<file path="src/rtl/card_deck_if.sv">
// Handshake bundle between the card deck and the blackjack game FSM.
// The game FSM drives SHUFFLE/card_used; the deck presents the card.
interface card_deck_if;
  logic       SHUFFLE;
  logic       card_used;
  logic       RDY;
  logic [5:0] CARD;
  logic [4:0] VALUE;
  logic       EMPTY;
  logic [5:0] REMAIN;

  modport master (
    output SHUFFLE, card_used,
    input  RDY, CARD, VALUE, EMPTY, REMAIN
  );

  modport slave (
    input  SHUFFLE, card_used,
    output RDY, CARD, VALUE, EMPTY, REMAIN
  );
endinterface

</file>
<file path="src/rtl/card_deck.sv">
// Single 52-card deck: picks the next undealt card by probing from an
// LFSR-derived start position, presents it with RDY, and retires it when
// the game FSM pulses card_used. SHUFFLE returns every card to the deck.
module card_deck #(
  parameter logic [7:0] SEED       = 8'hA5,
  parameter bit         SEQUENTIAL = 1'b0
) (
  input  logic       CLK,
  input  logic       RST_N,
  card_deck_if.slave deck
);

  typedef enum logic [1:0] {
    S_LOAD,
    S_SEEK,
    S_READY,
    S_EMPTY
  } state_t;

  state_t      state_q, state_d;
  logic [7:0]  lfsr_q, lfsr_d;
  logic [5:0]  ptr_q, ptr_d;
  logic [5:0]  card_q, card_d;
  logic [5:0]  remain_q, remain_d;
  logic [51:0] used_q, used_d;
  logic        rdy_q, empty_q;
  logic [5:0]  start_ptr;
  logic [5:0]  rank;
  logic [4:0]  value;

  // Fibonacci LFSR, taps x^8+x^6+x^5+x^4+1; free-running in every state.
  assign lfsr_d    = {lfsr_q[6:0], lfsr_q[7] ^ lfsr_q[5] ^ lfsr_q[4] ^ lfsr_q[3]};
  assign start_ptr = SEQUENTIAL ? 6'd0 : 6'(lfsr_q % 8'd52);

  // Next-state logic; SHUFFLE overrides everything, including a card_used.
  always_comb begin
    state_d  = state_q;
    ptr_d    = ptr_q;
    card_d   = card_q;
    remain_d = remain_q;
    used_d   = used_q;
    if (deck.SHUFFLE) begin
      state_d  = S_LOAD;
      used_d   = '0;
      remain_d = 6'd52;
    end else begin
      case (state_q)
        S_LOAD: begin
          ptr_d   = start_ptr;
          state_d = S_SEEK;
        end
        S_SEEK: begin
          if (!used_q[ptr_q]) begin
            card_d  = ptr_q;
            state_d = S_READY;
          end else begin
            ptr_d = (ptr_q == 6'd51) ? 6'd0 : ptr_q + 6'd1;
          end
        end
        S_READY: begin
          if (deck.card_used) begin
            used_d[card_q] = 1'b1;
            remain_d       = remain_q - 6'd1;
            state_d        = (remain_q == 6'd1) ? S_EMPTY : S_LOAD;
          end
        end
        S_EMPTY: begin
          state_d = S_EMPTY;
        end
        default: begin
          state_d = S_LOAD;
        end
      endcase
    end
  end

  // State and datapath registers; RDY/EMPTY are registered decodes of the next state.
  always_ff @(posedge CLK or negedge RST_N) begin
    if (!RST_N) begin
      state_q  <= S_LOAD;
      lfsr_q   <= SEED;
      ptr_q    <= '0;
      card_q   <= '0;
      remain_q <= 6'd52;
      used_q   <= '0;
      rdy_q    <= 1'b0;
      empty_q  <= 1'b0;
    end else begin
      state_q  <= state_d;
      lfsr_q   <= lfsr_d;
      ptr_q    <= ptr_d;
      card_q   <= card_d;
      remain_q <= remain_d;
      used_q   <= used_d;
      rdy_q    <= (state_d == S_READY);
      empty_q  <= (state_d == S_EMPTY);
    end
  end

  // Blackjack value of the presented card; soft-ace handling belongs to the scorer.
  always_comb begin
    rank = card_q % 6'd13;
    if (rank == 6'd0) begin
      value = 5'd11;
    end else if (rank <= 6'd9) begin
      value = 5'(rank) + 5'd1;
    end else begin
      value = 5'd10;
    end
  end

  assign deck.RDY    = rdy_q;
  assign deck.CARD   = card_q;
  assign deck.VALUE  = value;
  assign deck.EMPTY  = empty_q;
  assign deck.REMAIN = remain_q;

endmodule
</file>
<file path="src/flat_wrapper.sv">
// flat-port wrapper written by rule: the top's interface ports become plain ports
module card_deck_flat 
#(
  parameter logic [7:0] SEED       = 8'hA5,
  parameter bit         SEQUENTIAL = 1'b0
)
  (CLK, RST_N, deck_SHUFFLE, deck_card_used, deck_RDY, deck_CARD, deck_VALUE, deck_EMPTY, deck_REMAIN);
  card_deck_if deck_i ();
  input  logic CLK;
  input  logic RST_N;
  input wire logic [$bits(deck_i.SHUFFLE)-1:0] deck_SHUFFLE;
  input wire logic [$bits(deck_i.card_used)-1:0] deck_card_used;
  output wire logic [$bits(deck_i.RDY)-1:0] deck_RDY;
  output wire logic [$bits(deck_i.CARD)-1:0] deck_CARD;
  output wire logic [$bits(deck_i.VALUE)-1:0] deck_VALUE;
  output wire logic [$bits(deck_i.EMPTY)-1:0] deck_EMPTY;
  output wire logic [$bits(deck_i.REMAIN)-1:0] deck_REMAIN;
  assign deck_i.SHUFFLE = deck_SHUFFLE;
  assign deck_i.card_used = deck_card_used;
  assign deck_RDY = deck_i.RDY;
  assign deck_CARD = deck_i.CARD;
  assign deck_VALUE = deck_i.VALUE;
  assign deck_EMPTY = deck_i.EMPTY;
  assign deck_REMAIN = deck_i.REMAIN;
  card_deck #(.SEED(SEED), .SEQUENTIAL(SEQUENTIAL)) u_core (.CLK(CLK), .RST_N(RST_N), .deck(deck_i));
endmodule
</file>
<file path="config.mk">
export PLATFORM = sky130hd
export DESIGN_NAME = card_deck_flat
export DESIGN_NICKNAME = d
export VERILOG_FILES = /design/src/rtl/card_deck_if.sv /design/src/rtl/card_deck.sv /design/src/flat_wrapper.sv
export SDC_FILE = /design/constraint.sdc
export NUM_CORES = 1
export LEC_CHECK = 0
export CORE_UTILIZATION = 61
export DETAILED_ROUTE_END_ITERATION = 10
export PLACE_DENSITY_LB_ADDON = 0.08
export SYNTH_ARGS = -nofsm -noshare
export SYNTH_HDL_FRONTEND = slang
export SYNTH_SLANG_ARGS = --single-unit
</file>
<file path="constraint.sdc">
create_clock -name CLK -period 5 [get_ports CLK]
set_input_delay 1 -clock CLK [delete_from_list [all_inputs] [get_ports CLK]]
set_output_delay 1 -clock CLK [all_outputs]
set_load 0.05 [all_outputs]
</file>
==> Flow_metrics.wiki, run 1 <==
{| class="wikitable"
! Metric !! Value
|-
| Cell types with the highest counts after synthesis || nor2_1 (91), a21oi_1 (75), dfrtp_1 (75), clkbuf_1 (28)
|-
| Internal Dissipation || 1.27 mW
|-
| Area of the placeable core || 0.00741 mm2
|-
| Count of nets after finishing || 536
|-
| Max-cap check violation count || 0
|-
| Cell Count, Final, Fillers Out || 630
|-
| Proportion of layout cells with a drive suffix above 1 || 12.4%
|-
| Cell Chain, Critical Path || and4b_1, a21oi_1, ha_2, a2bb2oi_1, nor2b_1, or2_1, a21oi_1, o21ai_0, o21ai_0, ha_1, nor4_1, nor3_2, buf_4
|-
| Starting DRC count in detailed routing || 313
|-
| Worst vdd rail ir drop || 0.245 mV
|-
| Most Crowded Layer GR || met2
|-
| Clk slew on worst S/H paths || 0.09 ns
|-
| Overall track demand over capacity in global routing || 29.0%
|-
| Longest individual stage delay on the worst path || 0.53 ns
|-
| Critical Path AT || 3.65 ns
|-
| Fill cell instance count of the final layout || 590
|-
| Run status || completed
|-
| Type of the tightest min-delay check || reg2reg
|-
| Global Route met2 Usage || 46.8%
|-
| Overflow left after global routing || 0
|-
| Antenna Nets Post-Route || 0
|-
| Max-slew violation total from the final report || 0
|-
| Leading cell type by number of instances after synthesis || nor2_1
|-
| Clock insertion delay at the later pin of the skew report || 0.36 ns
|-
| Final design instance area without fill || 0.00519 mm2
|-
| Nature of the critical path endpoint || primary output
|-
| Number of hold violations in the final report || 0
|-
| Num CTS Buffers || 9
|-
| Global-route wire length before repair || 19,000 um
|-
| Worst clock skew || 0.0113 ns
|-
| Number of library cell types mapped by synthesis || 67
|-
| Die Span Y || 90.5 um
|-
| CP Launch Type || flip-flop
|-
| Required arrival time at the worst endpoint || 4.00 ns
|-
| Via count of the first global-routing pass || 3,823
|-
| Overall die width || 90.5 um
|-
| Count of port buffers added during placement || 21
|-
| Largest net degree at the start of global routing || 83
|-
| Total nets after synthesis || 538
|-
| Static leakage || 2.24 nW
|-
| Detail Placement HPWL || 7460 um
|-
| Cell type contributing the most total cell area after synthesis || dfrtp_1
|-
| Area of the mapped netlist || 0.00478 mm2
|-
| Antenna violations before repair || 0
|-
| Detail-routed net length per standard cell || 17.6 um
|-
| Worst max-slew margin expressed relative to the limit || 30.7%
|-
| Overall routed net length || 11,100 um
|-
| Area added between synthesis and finish || 8.64%
|-
| Biggest area contributors in the synthesized netlist || dfrtp_1 (39%), a21oi_1 (7.9%), nor2_1 (7.1%), mux2i_1 (4.0%), dfstp_2 (3.8%)
|-
| Warnings, synthesis || 0
|-
| Maximum fanout along the worst path || 16
|-
| Post-CTS Hold Fix Bufs || 0
|-
| Gate count of the mapped netlist || 528
|-
| Combinational Power Share || 38.5%
|-
| H-tree depth || 3
|-
| RSZ-0062 raised after global routing || false
|-
| Worst reg2reg startpoint || u_core.ptr_q[1]
|-
| Die outline area || 0.00819 mm2
|-
| Number of flops mapped to enable cells by yosys || 0
|-
| Fin crit share || 92.9%
|-
| Achievable frequency || 0.215 GHz
|-
| Clock tree root buffer cell || clkbuf_8
|-
| Number of placed cells counting well taps || 613
|-
| Prevailing post-synth register cell || dfrtp_1
|-
| Via count normalized by instance count || 6.37
|-
| FF/Latch Area || 0.00206 mm2
|-
| Clock Power Share || 23.5%
|-
| Buffers from clock root to sink, at most || 2
|-
| Worst hold path startpoint || u_core.lfsr_q[1]
|-
| Effective utilization at floorplan || 64.5%
|-
| Number of vias in the routed layout || 4,014
|-
| Post-placement cell area || 0.00497 mm2
|-
| Met1 Usage GRT || 40.2%
|-
| Total design power || 2.14 mW
|-
| Switching pwr || 0.874 mW
|-
| Number of synthesized register bits || 82
|-
| Slowest CP cell || dfrtp_2
|-
| DRT Pass-1 Iters || 5
|-
| Sequential cell fraction of total power || 38.0%
|-
| Final setup viols || 0
|-
| Number of rows in the core area || 31
|-
| Average cell area after synthesis || 9.05 um2
|-
| Transition time at the pin with the least slew margin || 1.04 ns
|-
| Setup TNS after final layout || 0 ns
|-
| Area taken by multi-input logic gates || 0.00248 mm2
|-
| Count of buffer and inverter cells on the critical path || 1
|-
| Sequential share of the synthesized area || 43.1%
|-
| Weighted congestion reported at the end of routability-driven placement || 0.889
|-
| TritonCTS clock tree || built
|-
| Post-synth ARST share || 100%
|-
| Ports placed on the boundary || 23
|-
| Critical path launch point || u_core.deck.CARD[4]
|-
| Area share of the leading cell type in the synthesized netlist || 39.3%
|-
| Met3 demand-to-capacity share in global routing || 3.03%
|-
| Clk sink count || 82
|-
| Clock period minus final worst setup slack || 4.65 ns
|-
| Startpoint-to-endpoint class of the critical path || reg2out
|-
| Power per cell area || 413 mW/mm2
|-
| DRC violation count after routing || 0
|-
| Switching power share of the total || 40.8%
|-
| Kind of cell with the highest combined delay on the critical path || simple AND/OR/NAND/NOR gates
|-
| Final antenna diode count || 0
|}
[placed cells by master, fill, tap and decap left out, drive strengths merged, types with 12 or more instances in the layout]
cell | Yosys | routed
nor3 | 13 | 13
dfrtp | 75 | 75
clkdlybuf4s50 | 0 | 15
o21ai | 28 | 28
mux2i | 19 | 19
a21oi | 75 | 75
nor2 | 91 | 91
nand2 | 25 | 25
inv | 11 | 14
buf | 13 | 12
[final timing paths]
check | to | slack [ns] | cells past startpoint
min in group asynchronous | u_core.used_q[28] | 0.81 | 1
hold / removal | u_core.lfsr_q[2] | 0.39 | 0
setup reg to reg | u_core.ptr_q[3] | 1.57 | 8
setup / recovery | deck_VALUE[2] | 0.35 | 13
hold reg to reg | u_core.lfsr_q[2] | 0.39 | 0
max in group asynchronous | u_core.deck.CARD[4] | 3.53 | 1
[layer usage]
metal	vias to the layer above	part of all wire (%)	wire length [um]
li1	1882	-	-
met1	1973	45	4930
met2	134	48	5330
met3	25	4.8	529
met4	0	2.6	287
met5	-	0	0
[through the flow]
| step | setup slack (ns) | hold slack (ns) | util [%] |
|---|---|---|---|
| 2_1_floorplan | 0.276 | 0.353 | - |
| 3_3_place_gp | 0.728 | 0.366 | 67.1 |
| 3_5_place_dp | 0.501 | 0.384 | 67.1 |
| 4_1_cts | 0.108 | 0.392 | 69.9 |
| 5_1_grt | 0.0266 | 0.398 | 70.1 |
| 6_report | 0.353 | 0.392 | 70.1 |
[kinds of logic (layout without fill, tap and decap cells)]
group,Yosys count,in the layout,share of synthesized area (%)
DFF,82,82,43.1
buffers and inverters,52,55,5.08
muxes,34,34,9.40
AOI/OAI and AO/OA,155,155,20.2
xor gates and xnor gates,7,7,1.28
adders and majority gates,7,7,1.78
and+or+nand+nor,190,190,19.1
other,1,1,0.0785
[timing repair]
item	CTS	global route
gates resized for setup	0	3
endpoints found under the hold margin	0	0
setup buffers	0	1
endpoints found under the setup margin	0	2
[power groups by stage]
stage / logic, mW / clock network (mW) / registers [mW]
after floorplan: 0.618 / 0 / 0.800
after CTS: 0.817 / 0.513 / 0.813
after global routing: 0.884 / 0.540 / 0.828
after detailed placement: 0.814 / 0 / 0.826
final: 0.824 / 0.503 / 0.815
after global placement: 0.804 / 0 / 0.824
[layout make-up]
class | instances | share of cell area (%)
clock buffers | 10 | 2.65
clock inverters | 6 | 1.40
inverters | 11 | 0.795
multi-input cells | 394 | 47.8
flip-flops and latches | 82 | 39.7
well taps | 99 | 2.39
repair buffers | 28 | 5.21
[worst register-to-register path, stage by stage (launching register included)]
cell and delay (ns):
dfrtp_1 0.95, buf_4 0.35, mux2i_1 0.11, mux4_2 0.48, nand2_1 0.09, nand4_2 0.17
a221oi_2 0.74, o21ai_0 0.20, a22o_1 0.27
[registers in the layout (all words and copies together), names as in the netlist]
register / flops
u_core.deck.CARD: 6
u_core.deck.EMPTY: 1
u_core.deck.RDY: 1
u_core.deck.REMAIN: 6
u_core.lfsr_q: 8
u_core.ptr_q: 6
u_core.state_q: 2
u_core.used_q: 52
(Power assumes the default switching activity.)
==> run 2, diff against run 1 <==
Settings changed: REMOVE_ABC_BUFFERS set to 1.
==> Flow_metrics.wiki, run 2 (synthesized netlist as in run 1, its figures left out) <==
{| class="wikitable"
! Metric !! Value
|-
| Run status || completed
|-
| Worst max-slew margin expressed relative to the limit || 17.7%
|-
| Weighted congestion reported at the end of routability-driven placement || 0.878
|-
| Overflow left after global routing || 0
|-
| Die outline area || 0.00819 mm2
|-
| Final setup viols || 0
|-
| Starting DRC count in detailed routing || 376
|-
| Cell Chain, Critical Path || nand2_1, a21oi_1, ha_1, a21oi_1, o211a_1, a32oi_2, a21oi_1, o21ai_0, o21ai_0, ha_1, nor4_1, nor3_1, buf_4
|-
| Registers with the highest flip-flop counts || u_core.used_q (52), u_core.lfsr_q (8)
|-
| Kind of cell with the highest combined delay on the critical path || compound AO/OA/AOI/OAI gates
|-
| Clock insertion delay at the later pin of the skew report || 0.36 ns
|-
| Nature of the critical path endpoint || primary output
|-
| Detail Placement HPWL || 7400 um
|-
| Global-route wire length before repair || 18,900 um
|-
| Most common cell after layout, fill and taps aside || nor2_1
|-
| Via count of the first global-routing pass || 3,809
|-
| Met1 Usage GRT || 40.7%
|-
| Num CTS Buffers || 9
|-
| Max-slew violation total from the final report || 0
|-
| Effective utilization at floorplan || 64.5%
|-
| Power per cell area || 413 mW/mm2
|-
| Worst vdd rail ir drop || 0.269 mV
|-
| H-tree depth || 3
|-
| Final antenna diode count || 0
|-
| Count of nets after finishing || 537
|-
| Area of the placeable core || 0.00741 mm2
|-
| Cell depth of the worst flop-to-flop path || 7
|-
| Worst hold path stage count || 0
|-
| Cell Count, Final, Fillers Out || 631
|-
| Critical Path AT || 3.61 ns
|-
| Highest-count cells in the layout ignoring fill and taps || nor2_1 (91), a21oi_1 (75), dfrtp_1 (72)
|-
| Met3 demand-to-capacity share in global routing || 5.81%
|-
| Buffers from clock root to sink, at most || 2
|-
| Overall track demand over capacity in global routing || 29.3%
|-
| TritonCTS clock tree || built
|-
| Area added between synthesis and finish || 8.46%
|-
| Minimum setup slack in the final design || 0.389 ns
|-
| Clock tree root buffer cell || clkbuf_8
|-
| Number of vias in the routed layout || 4,054
|-
| Proportion of layout cells with a drive suffix above 1 || 12.4%
|-
| Count of port buffers added during placement || 21
|-
| Slowest CP cell || dfrtp_2
|-
| Detail-routed net length per standard cell || 17.9 um
|-
| Largest net degree at the start of global routing || 83
|-
| Clk slew on worst S/H paths || 0.09 ns
|-
| Longest individual stage delay on the worst path || 0.56 ns
|-
| Via count normalized by instance count || 6.42
|-
| Antenna Nets Post-Route || 0
|-
| Required arrival time at the worst endpoint || 4.00 ns
|-
| DRC violation count after routing || 0
|-
| Antenna violations before repair || 0
|-
| Fin crit share || 92.2%
|-
| Transition time at the pin with the least slew margin || 1.23 ns
|-
| Fill cell instance count of the final layout || 577
|-
| Clk sink count || 82
|-
| Static leakage || 2.23 nW
|-
| Startpoint-to-endpoint class of the critical path || reg2out
|-
| Count of buffer and inverter cells on the critical path || 1
|-
| Overall die width || 90.5 um
|-
| Hold Worst Slack || 0.402 ns
|-
| Most Crowded Layer GR || met2
|-
| Clock period minus final worst setup slack || 4.61 ns
|-
| DRT Pass-1 Iters || 5
|-
| Number of hold violations in the final report || 0
|-
| Flip-flop count of the largest register after layout || 52
|-
| Max-cap check violation count || 0
|-
| Most numerous cell on the critical path || a21oi_1
|-
| Ports placed on the boundary || 23
|-
| Type of the tightest min-delay check || reg2reg
|-
| Maximum fanout along the worst path || 21
|-
| Global Route met2 Usage || 45.8%
|-
| RSZ-0062 raised after global routing || false
|-
| Number of placed cells counting well taps || 615
|-
| Worst clock skew || 0.0137 ns
|-
| Setup Slack @ Placement || 0.637 ns
|-
| Post-CTS Hold Fix Bufs || 0
|-
| Count of buffers added by post-CTS timing repair for setup || 0
|-
| Register with the most flip-flops || u_core.used_q
|-
| Number of resized instances in the post-cts repair step || 0
|-
| Number of gates on the worst path with buffers counted || 13
|-
| Achievable frequency || 0.217 GHz
|-
| Number of rows in the core area || 31
|-
| Overall routed net length || 11,300 um
|-
| Die Span Y || 90.5 um
|-
| CP Launch Type || flip-flop
|}
run 2: changes by cell type in the layout (fill, tap and decap cells not counted), sizes merged:
cell	change
clkbuf	-2
buf	+2
clkinv	+1
inv	-1
clkinvlp	+1
run 2: path summary, 6_finish.rpt:
path | to | start | slack (ns)
setup / recovery | deck_VALUE[2] | u_core.deck.CARD[5] | 0.39
hold / removal | u_core.lfsr_q[2] | u_core.lfsr_q[1] | 0.40
setup reg to reg | u_core.ptr_q[3] | u_core.ptr_q[1] | 1.52
hold reg to reg | u_core.lfsr_q[2] | u_core.lfsr_q[1] | 0.40
max in group asynchronous | u_core.deck.CARD[2] | RST_N | 3.47
min in group asynchronous | u_core.lfsr_q[3] | RST_N | 0.81
run 2: power by group:
group | leakage, nW | switching, mW | total (mW) | internal (mW)
Clock | 0.0962 | 0.262 | 0.496 | 0.234
Sequential | 1.10 | 0.138 | 0.834 | 0.696
Combinational | 1.03 | 0.485 | 0.810 | 0.326
run 2: through the flow:
step | area (um2) | util, % | TNS, ns | power [mW]
floorplan | 4580 | - | -0.790 | 1.35
finish | 5180 | 70.0 | 0 | 2.14
CTS | 5180 | 69.9 | 0 | 2.14
global route | 5180 | 70.0 | 0 | 2.24
detailed placement | 4980 | 67.2 | 0 | 1.64
global placement | 4980 | 67.2 | 0 | 1.63
run 2: final cells by class:
type                            instances  area, um2  area share (%)
Sequential cell                        82       2060            39.8
Clock inverter                          7       76.3            1.47
Inverter                               11       41.3           0.797
Multi-Input combinational cell        394       2470            47.8
Clock buffer                            9        124            2.39
Tap cell                               99        124            2.39
Timing Repair Buffer                   29        278            5.36
run 2: routing by layer:
metal	up-vias	part of all wire (%)
met5	-	0
met4	0	1.7
met3	23	6.7
met2	167	48
met1	1976	44
li1	1888	-
==> run 3, diff against run 2 <==
Settings changed: CTS_CLUSTER_SIZE set to 25.
==> results of run 3 <==
Final layout, timing and power as in run 2 (identical DEF).
